<file path="config.mk">
export PLATFORM = sky130hd
export DESIGN_NAME = f_register_file
export DESIGN_NICKNAME = d
export VERILOG_FILES = /design/src/rtl/f_register_file.sv
export SDC_FILE = /design/constraint.sdc
export NUM_CORES = 1
export LEC_CHECK = 0
export BUFFER_PORTS_ARGS = -buffer_cell sky130_fd_sc_hd__buf_4
export CELL_PAD_IN_SITES_DETAIL_PLACEMENT = 1
export CELL_PAD_IN_SITES_GLOBAL_PLACEMENT = 2
export CORE_UTILIZATION = 32
export CTS_CLUSTER_SIZE = 10
export DETAILED_ROUTE_END_ITERATION = 8
export PLACE_DENSITY_LB_ADDON = 0.1
export SLEW_MARGIN = 20
export SYNTH_ARGS = -nofsm -noshare
export SYNTH_HDL_FRONTEND = slang
export SYNTH_SLANG_ARGS = --single-unit
export TNS_END_PERCENT = 50
</file>
<file path="constraint.sdc">
create_clock -name clk -period 6.6 [get_ports clk]
set_input_delay 0.99 -clock clk [delete_from_list [all_inputs] [get_ports clk]]
set_output_delay 0.99 -clock clk [all_outputs]
set_load 0.05 [all_outputs]
</file>
<file path="src/rtl/f_register_file.sv">
// f_register_file: 16 x 16-bit general register file with two combinational
// read ports and one write port. It also runs the call/return handshake with
// the downstream f-register backup stack. A call pushes a 256-bit snapshot.
// A return pops a frame and bulk-loads it into the registers.
module f_register_file #(
  parameter int REG_W           = 16,
  parameter int NREGS           = 16,
  parameter int STACK_DEPTH     = 16,
  parameter int DEPTH_W         = 5,
  parameter int RESTORE_TIMEOUT = 8,
  localparam int AW             = $clog2(NREGS),
  localparam int SNAP_W         = REG_W * NREGS,
  localparam int TMO_W          = $clog2(RESTORE_TIMEOUT + 1)
) (
  input  logic               clk,
  input  logic               rst_n,
  input  logic               wr_en,
  input  logic [AW-1:0]      wr_addr,
  input  logic [REG_W-1:0]   wr_data,
  input  logic [AW-1:0]      rd_addr_a,
  output logic [REG_W-1:0]   rd_data_a,
  input  logic [AW-1:0]      rd_addr_b,
  output logic [REG_W-1:0]   rd_data_b,
  input  logic               call_req,
  input  logic               ret_req,
  output logic               busy,
  output logic               backup,
  output logic               restore,
  output logic [SNAP_W-1:0]  snapshot,
  input  logic [SNAP_W-1:0]  restore_data,
  input  logic               restore_valid,
  output logic [DEPTH_W-1:0] depth,
  output logic               overflow,
  output logic               underflow,
  output logic               proto_err,
  output logic               timeout_err
);

  typedef enum logic [1:0] {IDLE, BACKUP, RESTORE, LOAD} state_t;

  state_t             state, state_next;
  logic [REG_W-1:0]   regs [NREGS];
  logic [SNAP_W-1:0]  hold;
  logic [TMO_W-1:0]   tmo_cnt;
  logic               call_go;
  logic               set_ovf, set_unf, set_proto, set_tmo;
  logic               write_ok;
  // A write in the same cycle as an accepted call is held here.
  // It lands at the end of BACKUP, so it stays out of the pushed frame.
  logic               pend_vld;
  logic [AW-1:0]      pend_addr;
  logic [REG_W-1:0]   pend_data;

  // Next-state decode and request arbitration; requests only count in IDLE
  always_comb begin
    // NOTE: every signal gets a default before the case, so no path leaves one
    // unassigned and no latch is inferred.
    state_next = state;
    call_go    = 1'b0;
    set_ovf    = 1'b0;
    set_unf    = 1'b0;
    set_proto  = 1'b0;
    set_tmo    = 1'b0;
    case (state)
      IDLE: begin
        if (call_req && ret_req) begin
          set_proto = 1'b1;
        end else if (call_req) begin
          if (depth == DEPTH_W'(STACK_DEPTH)) begin
            set_ovf = 1'b1;
          end else begin
            call_go    = 1'b1;
            state_next = BACKUP;
          end
        end else if (ret_req) begin
          if (depth == '0) set_unf = 1'b1;
          else             state_next = RESTORE;
        end
      end
      BACKUP:  state_next = IDLE;
      RESTORE: begin
        if (restore_valid) begin
          state_next = LOAD;
        end else if (tmo_cnt == TMO_W'(RESTORE_TIMEOUT - 1)) begin
          set_tmo    = 1'b1;
          state_next = IDLE;
        end
      end
      LOAD:    state_next = IDLE;
      default: state_next = IDLE;
    endcase
  end

  assign busy     = (state != IDLE);
  assign backup   = (state == BACKUP);
  assign restore  = (state == RESTORE) && (tmo_cnt == '0);
  assign write_ok = wr_en && (wr_addr != '0) &&
                    (state == BACKUP || (state == IDLE && !call_go));

  // Control state: FSM, depth counter, restore timeout counter, sticky flags
  always_ff @(posedge clk or negedge rst_n) begin
    if (!rst_n) begin
      state       <= IDLE;
      depth       <= '0;
      tmo_cnt     <= '0;
      overflow    <= 1'b0;
      underflow   <= 1'b0;
      proto_err   <= 1'b0;
      timeout_err <= 1'b0;
    end else begin
      // NOTE: sequential state uses non-blocking assignments only, so every
      // register samples pre-edge values regardless of statement order.
      state <= state_next;
      if (state == BACKUP) depth <= depth + DEPTH_W'(1);
      if (state == LOAD)   depth <= depth - DEPTH_W'(1);
      if (state == RESTORE) tmo_cnt <= tmo_cnt + TMO_W'(1);
      else                  tmo_cnt <= '0;
      if (set_ovf)   overflow    <= 1'b1;
      if (set_unf)   underflow   <= 1'b1;
      if (set_proto) proto_err   <= 1'b1;
      if (set_tmo)   timeout_err <= 1'b1;
    end
  end

  // Register array: bulk load in LOAD, otherwise deferred and direct writes
  always_ff @(posedge clk or negedge rst_n) begin
    if (!rst_n) begin
      for (int i = 0; i < NREGS; i++) regs[i] <= '0;
      pend_vld  <= 1'b0;
      pend_addr <= '0;
      pend_data <= '0;
    end else begin
      pend_vld  <= call_go && wr_en && (wr_addr != '0);
      pend_addr <= wr_addr;
      pend_data <= wr_data;
      if (state == LOAD) begin
        for (int i = 0; i < NREGS; i++)
          regs[i] <= (i == 0) ? '0 : hold[i*REG_W +: REG_W];
      end else begin
        // The deferred call-cycle write goes first; a BACKUP-cycle write to
        // the same register is newer and wins.
        if (pend_vld) regs[pend_addr] <= pend_data;
        if (write_ok) regs[wr_addr]   <= wr_data;
      end
    end
  end

  // Frame holding register: captures the stack's data on restore_valid
  always_ff @(posedge clk) begin
    // NOTE: this wide datapath register is deliberately not reset. It is only
    // read in LOAD, and LOAD is reachable only right after a capture.
    if (state == RESTORE && restore_valid) hold <= restore_data;
  end

  assign rd_data_a = regs[rd_addr_a];
  assign rd_data_b = regs[rd_addr_b];

  for (genvar g = 0; g < NREGS; g++) begin : g_snap
    assign snapshot[g*REG_W +: REG_W] = regs[g];
  end

endmodule

</file>
After elaboration in Yosys (flattened, before gate mapping)
Cells that the tools add are included.
{"block": "totals", "reg_bits": 548, "input_bits": 290, "elab_cells": 115, "output_inout_bits": 300}
{"block": "op_classes", "n_reduce_logical": 20, "n_bitwise": 4, "addsub": 3, "muxes": 45, "n_eq_ne": 10, "magnitude_cmp": 6}
{"operator": "$mux W256", "n": 4}
{"operator": "$bwmux W256", "n": 2}
{"operator": "$bmux W16 S4", "n": 2}
{"operator": "$demux W16 S4", "n": 2}
{"operator": "$mux W16", "n": 6}
{"operator": "$ge A5 B5 Y1 const B", "n": 4}
{"operator": "$not A4 Y5", "n": 4}
{"operator": "$mux W1", "n": 18}
{"operator": "$mux W2", "n": 7}
{"operator": "$ne A3 B3 Y1 const B", "n": 4}
{"operator": "$logic_and A1 B1 Y1", "n": 10}
{"operator": "$lt A5 B1 Y1 const B", "n": 2}
{"operator": "$mux W5", "n": 2}
{"operator": "$pmux W2 S3", "n": 1}
{"operator": "$add A5 B1 Y5 const B", "n": 1}
{"operator": "$eq A5 B5 Y1 const B", "n": 1}
{"operator": "$logic_not A5 Y1", "n": 1}
{"operator": "$reduce_and A5 Y1", "n": 1}
{"operator": "$sub A5 B1 Y5 const B", "n": 1}
{"operator": "$add A4 B1 Y4 const B", "n": 1}
{"operator": "$eq A2 B2 Y1 const B", "n": 2}
{"operator": "$eq A4 B3 Y1 const B", "n": 1}
{"operator": "$logic_not A4 Y1", "n": 1}
{"operator": "$mux W4", "n": 1}
{"operator": "8 further kinds", "n": 9}

Longest topological paths before layout
Gate-level depths: netlist of run 1.
{"block": "depth", "ltp_word": 11, "mapped_depth": 10, "depth_no_buf": 7}

Least setup slack after synthesis of run 1
Ideal clock, no wire load.
{"block": "synth_path", "kind": "in2reg", "from": "input restore_valid", "to": "register hold[100] (enable)", "cell_stages": 1, "t_required_ns": 5.968, "slack_ns": -0.451, "setup_ns": 0.632, "t_arrival_ns": 6.419, "path_buffers": 0, "path_cell_list": "and2_1"}
{"block": "synth_between", "elab_chain_len": 1}
{"item": "start, declared", "line": "31", "source": "input logic restore_valid,"}
{"item": "$logic_and A1 B1 Y1", "line": "152", "source": "if (state == RESTORE && restore_valid) hold <= restore_data;"}
{"item": "end signal, assigned", "line": "152"}
{"item": "end, declared", "line": "43", "source": "logic [SNAP_W-1:0] hold;"}
Every way passes these cells.
A chain may end at the register's enable or synchronous reset.

Final worst setup path of run 1
{"block": "layout_path", "from": "input rd_addr_b[0]", "to": "output rd_data_b[7]"}
{"block": "layout_between", "elab_chain_len": 4}
{"item": "start, declared", "line": "22", "source": "input logic [AW-1:0] rd_addr_b,"}
{"item": "$not A4 Y5 (implied by the code)", "line": "156", "source": "assign rd_data_b = regs[rd_addr_b];"}
{"item": "$bmux W16 S4", "line": "156"}
{"item": "$mux W16 (implied by the code) (2 in a row)", "line": "156"}
{"item": "end, declared", "line": "23", "source": "output logic [REG_W-1:0] rd_data_b,"}
Every way passes these cells. The select of a mux whose other input is x is not followed.

==> results of run 1 <==
[sequential cells by signal, indices dropped and copies added (netlist names)]
| signal | count |
|---|---|
| depth | 5 |
| hold | 240 |
| overflow | 1 |
| pend_addr | 4 |
| pend_data | 16 |
| pend_vld | 1 |
| proto_err | 1 |
| snapshot | 256 |
| state | 2 |
| timeout_err | 1 |
| tmo_cnt | 4 |
| underflow | 1 |
[layout make-up]
class | instances | share of cell area [%]
diodes | 3 | 0.0223
clock buffers | 107 | 5.72
clock inverters | 20 | 0.590
inverters | 10 | 0.126
multi-input cells | 1659 | 32.9
flip-flops and latches | 532 | 43.0
well taps | 1070 | 3.97
repair buffers | 608 | 13.7
[through the flow]
step                      hold slack, ps  std cells
after global placement               438       3878
after global routing                 413       4007
after CTS                            396       4005
after detailed placement             444       3878
after floorplan                      424       2422
final                                388       4009
[layer usage]
| layer | track usage [%] | up-vias | part of all wire, % |
|---|---|---|---|
| met4 | 13.3 | 8 | 4.2 |
| met2 | 52.2 | 1470 | 45 |
| met3 | 6.97 | 252 | 9.5 |
| met5 | 0 | - | 0.040 |
| met1 | 47.8 | 12900 | 42 |
| li1 | - | 9757 | - |
[final timing paths]
| check | endpoint | startpoint | cells past startpoint |
|---|---|---|---|
| setup reg to reg | snapshot[138] | state[0] | 5 |
| max in group asynchronous | snapshot[124] | rst_n | 2 |
| min in group clk | snapshot[101] | hold[101] | 2 |
| hold / removal | tmo_cnt[2] | rst_n | 1 |
| setup / recovery | rd_data_b[7] | rd_addr_b[0] | 5 |
| hold reg to reg | snapshot[101] | hold[101] | 2 |
[logic make-up after synthesis]
group,synth area share (%)
AND/OR/NAND/NOR,17.4
flip-flops,54.7
AO/OA/AOI/OAI,10.1
buffers and inverters,3.62
multiplexers,13.7
XOR/XNOR,0.198
adder cells (fa/ha/maj),0.311
[layout by cell type, fill, tap and decap left out, types with 5 or more instances in the layout]
cell       Yosys  final
o21ai_0      145    145
o21ai_1       23     23
o22ai_1      119    119
nor2_2         0      8
clkbuf_16      0     69
clkinv_1       1      7
nand3_1        9      9
a21oi_1      140    140
o31ai_1       33     33
nor2_1        61     53
edfxtp_1     240    240
nor2b_1        5      5
dfrtp_1      292    292
nand2b_1      11     11
mux4_2       160    160
nand2_1      650    649
and3_1       242    242
nand3b_1       5      5
nand3_2        6      6
buf_4          2    603
inv_1          9      9
ha_1           5      5
clkbuf_1     148     32
clkbuf_8       0      6
[cells in the mapped netlist (all sizes together) (9+ instances only)]
| master | instances | share of area (%) |
|---|---|---|
| buf | 72 | 1.4 |
| a21oi | 140 | 2.6 |
| and3 | 242 | 5.7 |
| nand3 | 15 | 0.40 |
| nor2 | 64 | 0.99 |
| inv | 9 | 0.13 |
| o31ai | 37 | 1.1 |
| edfxtp | 240 | 27 |
| clkbuf | 149 | 2.1 |
| o22ai | 119 | 2.8 |
| o21ai | 168 | 3.2 |
| mux4 | 160 | 14 |
| dfrtp | 292 | 28 |
| nand2b | 11 | 0.26 |
| nand2 | 650 | 9.2 |
[power groups by stage]
stage,Clock [mW],Sequential [mW],Combinational [mW]
floorplan,0,7.97,3.10
global placement,0,6.76,8.20
detailed placement,0,6.76,8.36
CTS,3.70,6.72,8.38
global route,3.80,6.78,8.76
finish,3.63,6.82,8.39
==> flow_summary.toml, run 1 <==
[power_and_ir_drop]
seq_power_share_pct = 36.2
switchingPower_mw = 9.31
internal-power_mw = 9.53
p_total_mw = 18.8
swShare_pct = 49.4
p_per_area_nw_per_um2 = 559
vdd.ir_drop.worst_v = 0.000365
p_comb_share_pct = 44.5
pwr-share-clk_pct = 19.3
leakage_nw = 14.0

[clocking]
cts.sinks = 532
cts-root-buf = "clkbuf_16"
clk_pin_slew_ps = 50
holdBufCountCts = 0
ctsResizeCount = 0
clk_latency_ps = 620
cts_max_level = 3
postCtsSetupRepairBufs = 0
cts_buffer_depth = 3
cts_tree = "built"
cts_buffers = 69

[setup_path]
path_max_fanout = 45
crit_type = "primary input to output pin"
cp_top_family = "buffers and inverters"
critPathMaxStageDelay_ps = 650
cp_common_cell = "buf_4"
end_kind = "output pin"
critPathBufInv = 3
required_ps = 5610
r2r_slack_ps = 3080
critPathSlowestCell = "buf_4"
cp-start-kind = "primary input"
cp.arrival_ps = 3560
crit_chain = "buf_4 -> buf_4 -> mux4_2 -> mux4_2 -> buf_4"

[floorplanning]
start_util_pct = 32.3
ios = 590
core_area_sq_um = 82100
die_y_microns = 290
design.die.area_sq_um = 84100
rows = 105
die_w_microns = 290

[synth]
syn_area_sq_um = 26500
synth-seq-cells = 532
avgSynthCellArea_sq_um = 11.0
synth_nets = 2718
yosysUniqueCellTypes = 50
syn_inst = 2422
synth_seq_area_share_pct = 54.7
yosysWarnings = 0
synth_edf_count = 240
async_flop_share_pct = 54.9
synth_flop_cell = "dfrtp_1"

[grt]
grt_pass1_wl_microns = 200000
track_usage_pct = 34.2
grt_max_degree = 147
grt_pass1_vias = 23800
grt_antenna_before_repair = 11
grt_overflow = 0

[layout]
multi_input_area_sq_um = 11100
finish.instance_area_sq_um = 33700
fin_nets = 3176
nFillCells = 8942
utilization_pct = 41.1
seq_area_sq_um = 14500
areaGrowthSynthToFinish_pct = 27.1
drive_above_1_share_pct = 30.3

[sta]
fin_ws_ps = 2050
hold_viol = 0
final_max_slew_viol_count = 0
worst_pin_slew_ps = 1140
layout_min_cycle_time_ps = 4550
finalCritPeriodShare_pct = 69.0
fin_tns_setup_ps = 0
maxSlewHeadroom_pct = 23.7
skew_ps = 32.2
timing.fmax_ghz = 0.220
setup_viol = 0
rsz0062_at_grt = "false"

[route]
drt_pass1_iterations = 5
detail_route.iter0.violations = 2749
vias = 24400
wirelength_microns = 146000
vias_per_cell = 6.08
remaining_drc_errors = 0
ant_nets = 0
wl_per_cell_microns = 36.5

[min_path]
hp-class = "primary input to async pin"

[outcome]
status = "finished clean"

[placement]
place_area_sq_um = 31600
dp_hpwl_microns = 104000
dp_slack_ps = 2060
port-buffer-count = 573
globalplace.congestion = 0.949

[job]
maxCapViolations = 0
Power figures use the tool's default switching activity.
==> inputs of run 2 (changes only) <==
--- a/config.mk
+++ b/config.mk
@@ -5,10 +5,11 @@
 export SDC_FILE = /design/constraint.sdc
 export NUM_CORES = 1
 export LEC_CHECK = 0
+export ABC_AREA = 1
 export BUFFER_PORTS_ARGS = -buffer_cell sky130_fd_sc_hd__buf_4
 export CELL_PAD_IN_SITES_DETAIL_PLACEMENT = 1
 export CELL_PAD_IN_SITES_GLOBAL_PLACEMENT = 2
-export CORE_UTILIZATION = 32
+export CORE_UTILIZATION = 29
 export CTS_CLUSTER_SIZE = 10
 export DETAILED_ROUTE_END_ITERATION = 8
 export PLACE_DENSITY_LB_ADDON = 0.1
==> constraint.sdc (replaced) <==
create_clock -name clk -period 4.1 [get_ports clk]
set_input_delay 0.615 -clock clk [delete_from_list [all_inputs] [get_ports clk]]
set_output_delay 0.615 -clock clk [all_outputs]
set_load 0.05 [all_outputs]
==> run 2 against run 1 <==
Effect of this change: non-clock buffer count grew 87; final area grew 11%; global-route usage shrank 2.1 points; count of clock-buffer cells in the layout grew 8; combinational power grew 81%; first-iteration DRC count grew 3.1%; clock power grew 70%; flip-flop and latch count is the same; die area grew 21%; sequential share of layout area shrank 4.1 points; cell count grew 38%; critical endpoint is now rd_data_a[3]; largest power group unchanged.
==> flow_summary.toml, run 2 <==
[sta]
layout_min_cycle_time_ps = 3240
finalCritPeriodShare_pct = 78.9
final_max_slew_viol_count = 0
rsz0062_at_grt = "false"
hold_viol = 0
skew_ps = 30.9
setup_viol = 0
worst_pin_slew_ps = 1200
fin_tns_setup_ps = 0
timing.fmax_ghz = 0.309
maxSlewHeadroom_pct = 19.7
holdWs_ps = 68.4

[clocking]
cts_buffers = 70
cts_buffer_depth = 3
cts_tree = "built"
clk_latency_ps = 660
ctsResizeCount = 0
cts-root-buf = "clkbuf_16"
cts.sinks = 532
clk_pin_slew_ps = 60
cts_max_level = 3

[grt]
grt_pass1_vias = 30200
grt_pass1_wl_microns = 233000
track_usage_pct = 32.2
grt_max_degree = 116
grt_antenna_before_repair = 12
grt_overflow = 0

[floorplanning]
design.die.area_sq_um = 102000
die_w_microns = 320
ios = 590
start_util_pct = 29.2
core_area_sq_um = 100000
rows = 116
die_y_microns = 320

[synth]
synth_top_area_cell = "dfrtp_1"
synth_nets = 4035
yosysWarnings = 0
syn_area_sq_um = 29200
synth_edf_count = 240
synth_flop_cell = "dfrtp_1"
syn_inst = 3739
avgSynthCellArea_sq_um = 7.82
yosysMostFrequentCell = "nand2_1"
async_flop_share_pct = 54.9
synth_seq_area_share_pct = 49.6
synth_common_cells = "nand2_1 (1162), nand3_1 (449), o21ai_0 (388), dfrtp_1 (292), inv_1 (292)"
synth-seq-cells = 532
synth_top_area_share_pct = 25.0
yosysUniqueCellTypes = 28
synth_area_leaders = "dfrtp_1 (25%), edfxtp_1 (25%), nand2_1 (15%)"

[setup_path]
path_max_fanout = 61
cp.arrival_ps = 2620
cp-start-kind = "primary input"
crit_type = "primary input to output pin"
end_kind = "output pin"
required_ps = 3480

[route]
remaining_drc_errors = 0
ant_nets = 0
wirelength_microns = 168000
vias = 30300
drt_pass1_iterations = 5
wl_per_cell_microns = 30.3
vias_per_cell = 5.48
detail_route.iter0.violations = 2835

[outcome]
status = "finished clean"

[placement]
globalplace.congestion = 0.908
dp_hpwl_microns = 123000
port-buffer-count = 573

[layout]
nFillCells = 11900
most-common-layout-cells = "nand2_1 (1159), buf_4 (673), nand3_1 (447)"
largest_reg_flops = 256
fin_nets = 4476
areaGrowthSynthToFinish_pct = 27.6
layout_commonest_cell = "nand2_1"
drive_above_1_share_pct = 19.6
utilization_pct = 37.3

[power_and_ir_drop]
p_per_area_nw_per_um2 = 836
vdd.ir_drop.worst_v = 0.000510
leakage_nw = 17.4

[job]
maxCapViolations = 0

[min_path]
hp-class = "primary input to register"
## run 2: changes by cell type in the layout (fill, tap and decap cells not counted), sizes merged, moves of 11 or more
cell | before | now
nand2b | 11 | 0
inv | 12 | 291
nor2 | 64 | 41
nand3 | 15 | 464
o211ai | 1 | 128
and3 | 242 | 1
o21ai | 168 | 388
o22ai | 119 | 0
buf | 608 | 694
o31ai | 37 | 0
nand4 | 2 | 241
nand2 | 650 | 1162
mux4 | 160 | 0
## run 2: worst max-delay path, stage by stage
cell	delay, ps
buf_6	340
buf_4	580
a21oi_1	140
o21ai_0	90
nand3_1	180
nand3_1	140
nand2_1	190
buf_4	260
## run 2: cell type report
class	count	area, sq um	area share, %
multi-input cells	2588	12300	33.1
clock buffers	115	2080	5.57
flip-flops and latches	532	14500	38.9
repair buffers	695	5460	14.6
inverters	293	1100	2.96
diodes	5	12.5	0.0335
clock inverters	15	174	0.466
well taps	1298	1620	4.35
## run 2: kinds of logic after synthesis
logic type | count (synthesis) | synth area share [%]
AND/OR/NAND/NOR | 1911 | 29.0
buffers and inverters | 619 | 8.39
flip-flops | 532 | 49.6
XOR/XNOR | 4 | 0.120
adder cells (fa/ha/maj) | 6 | 0.282
AO/OA/AOI/OAI | 667 | 12.6
## run 2: power by group
part | leakage [nW] | internal (mW) | switching, mW
clock network | 1.08 | 3.65 | 2.53
logic | 10.5 | 4.08 | 11.1
registers | 5.73 | 7.37 | 2.43
## run 2: per-layer routing
| metal | part of all wire [%] | global-route usage [%] | vias to the layer above |
|---|---|---|---|
| met2 | 47 | 53.1 | 1097 |
| met5 | 0.036 | 0 | - |
| li1 | - | - | 13600 |
| met1 | 42 | 41.5 | 15300 |
| met4 | 4.5 | 13.5 | 10 |
| met3 | 5.8 | 5.43 | 276 |
## run 2: path summary, 6_finish.rpt
path,slack (ps),end,cells after the start,from
hold reg to reg,440,snapshot[139],2,hold[139]
setup / recovery,860,rd_data_a[3],8,rd_addr_a[0]
setup reg to reg,1370,snapshot[191],8,depth[1]
hold / removal,70,pend_data[11],1,wr_data[11]
min in group asynchronous,520,snapshot[74],2,rst_n
max in group asynchronous,2640,snapshot[227],3,rst_n
## run 2: metrics by stage
stage	cells	setup WS (ps)	cell area (sq um)	power, mW
after floorplan	3739	-624	29300	18.3
after global placement	5405	944	35000	24.9
after detailed placement	5405	969	35000	25.1
after CTS	5536	960	37300	31.4
after global routing	5538	832	37300	32.6
final	5541	864	37300	31.2
## run 2: what timing repair did
action / 4_1_cts / 5_1_grt
endpoints found under the setup margin: 0 / 0
hold buffers: 1 / 0
setup buffers: 0 / 0
hold endpoints to repair: 58 / 0
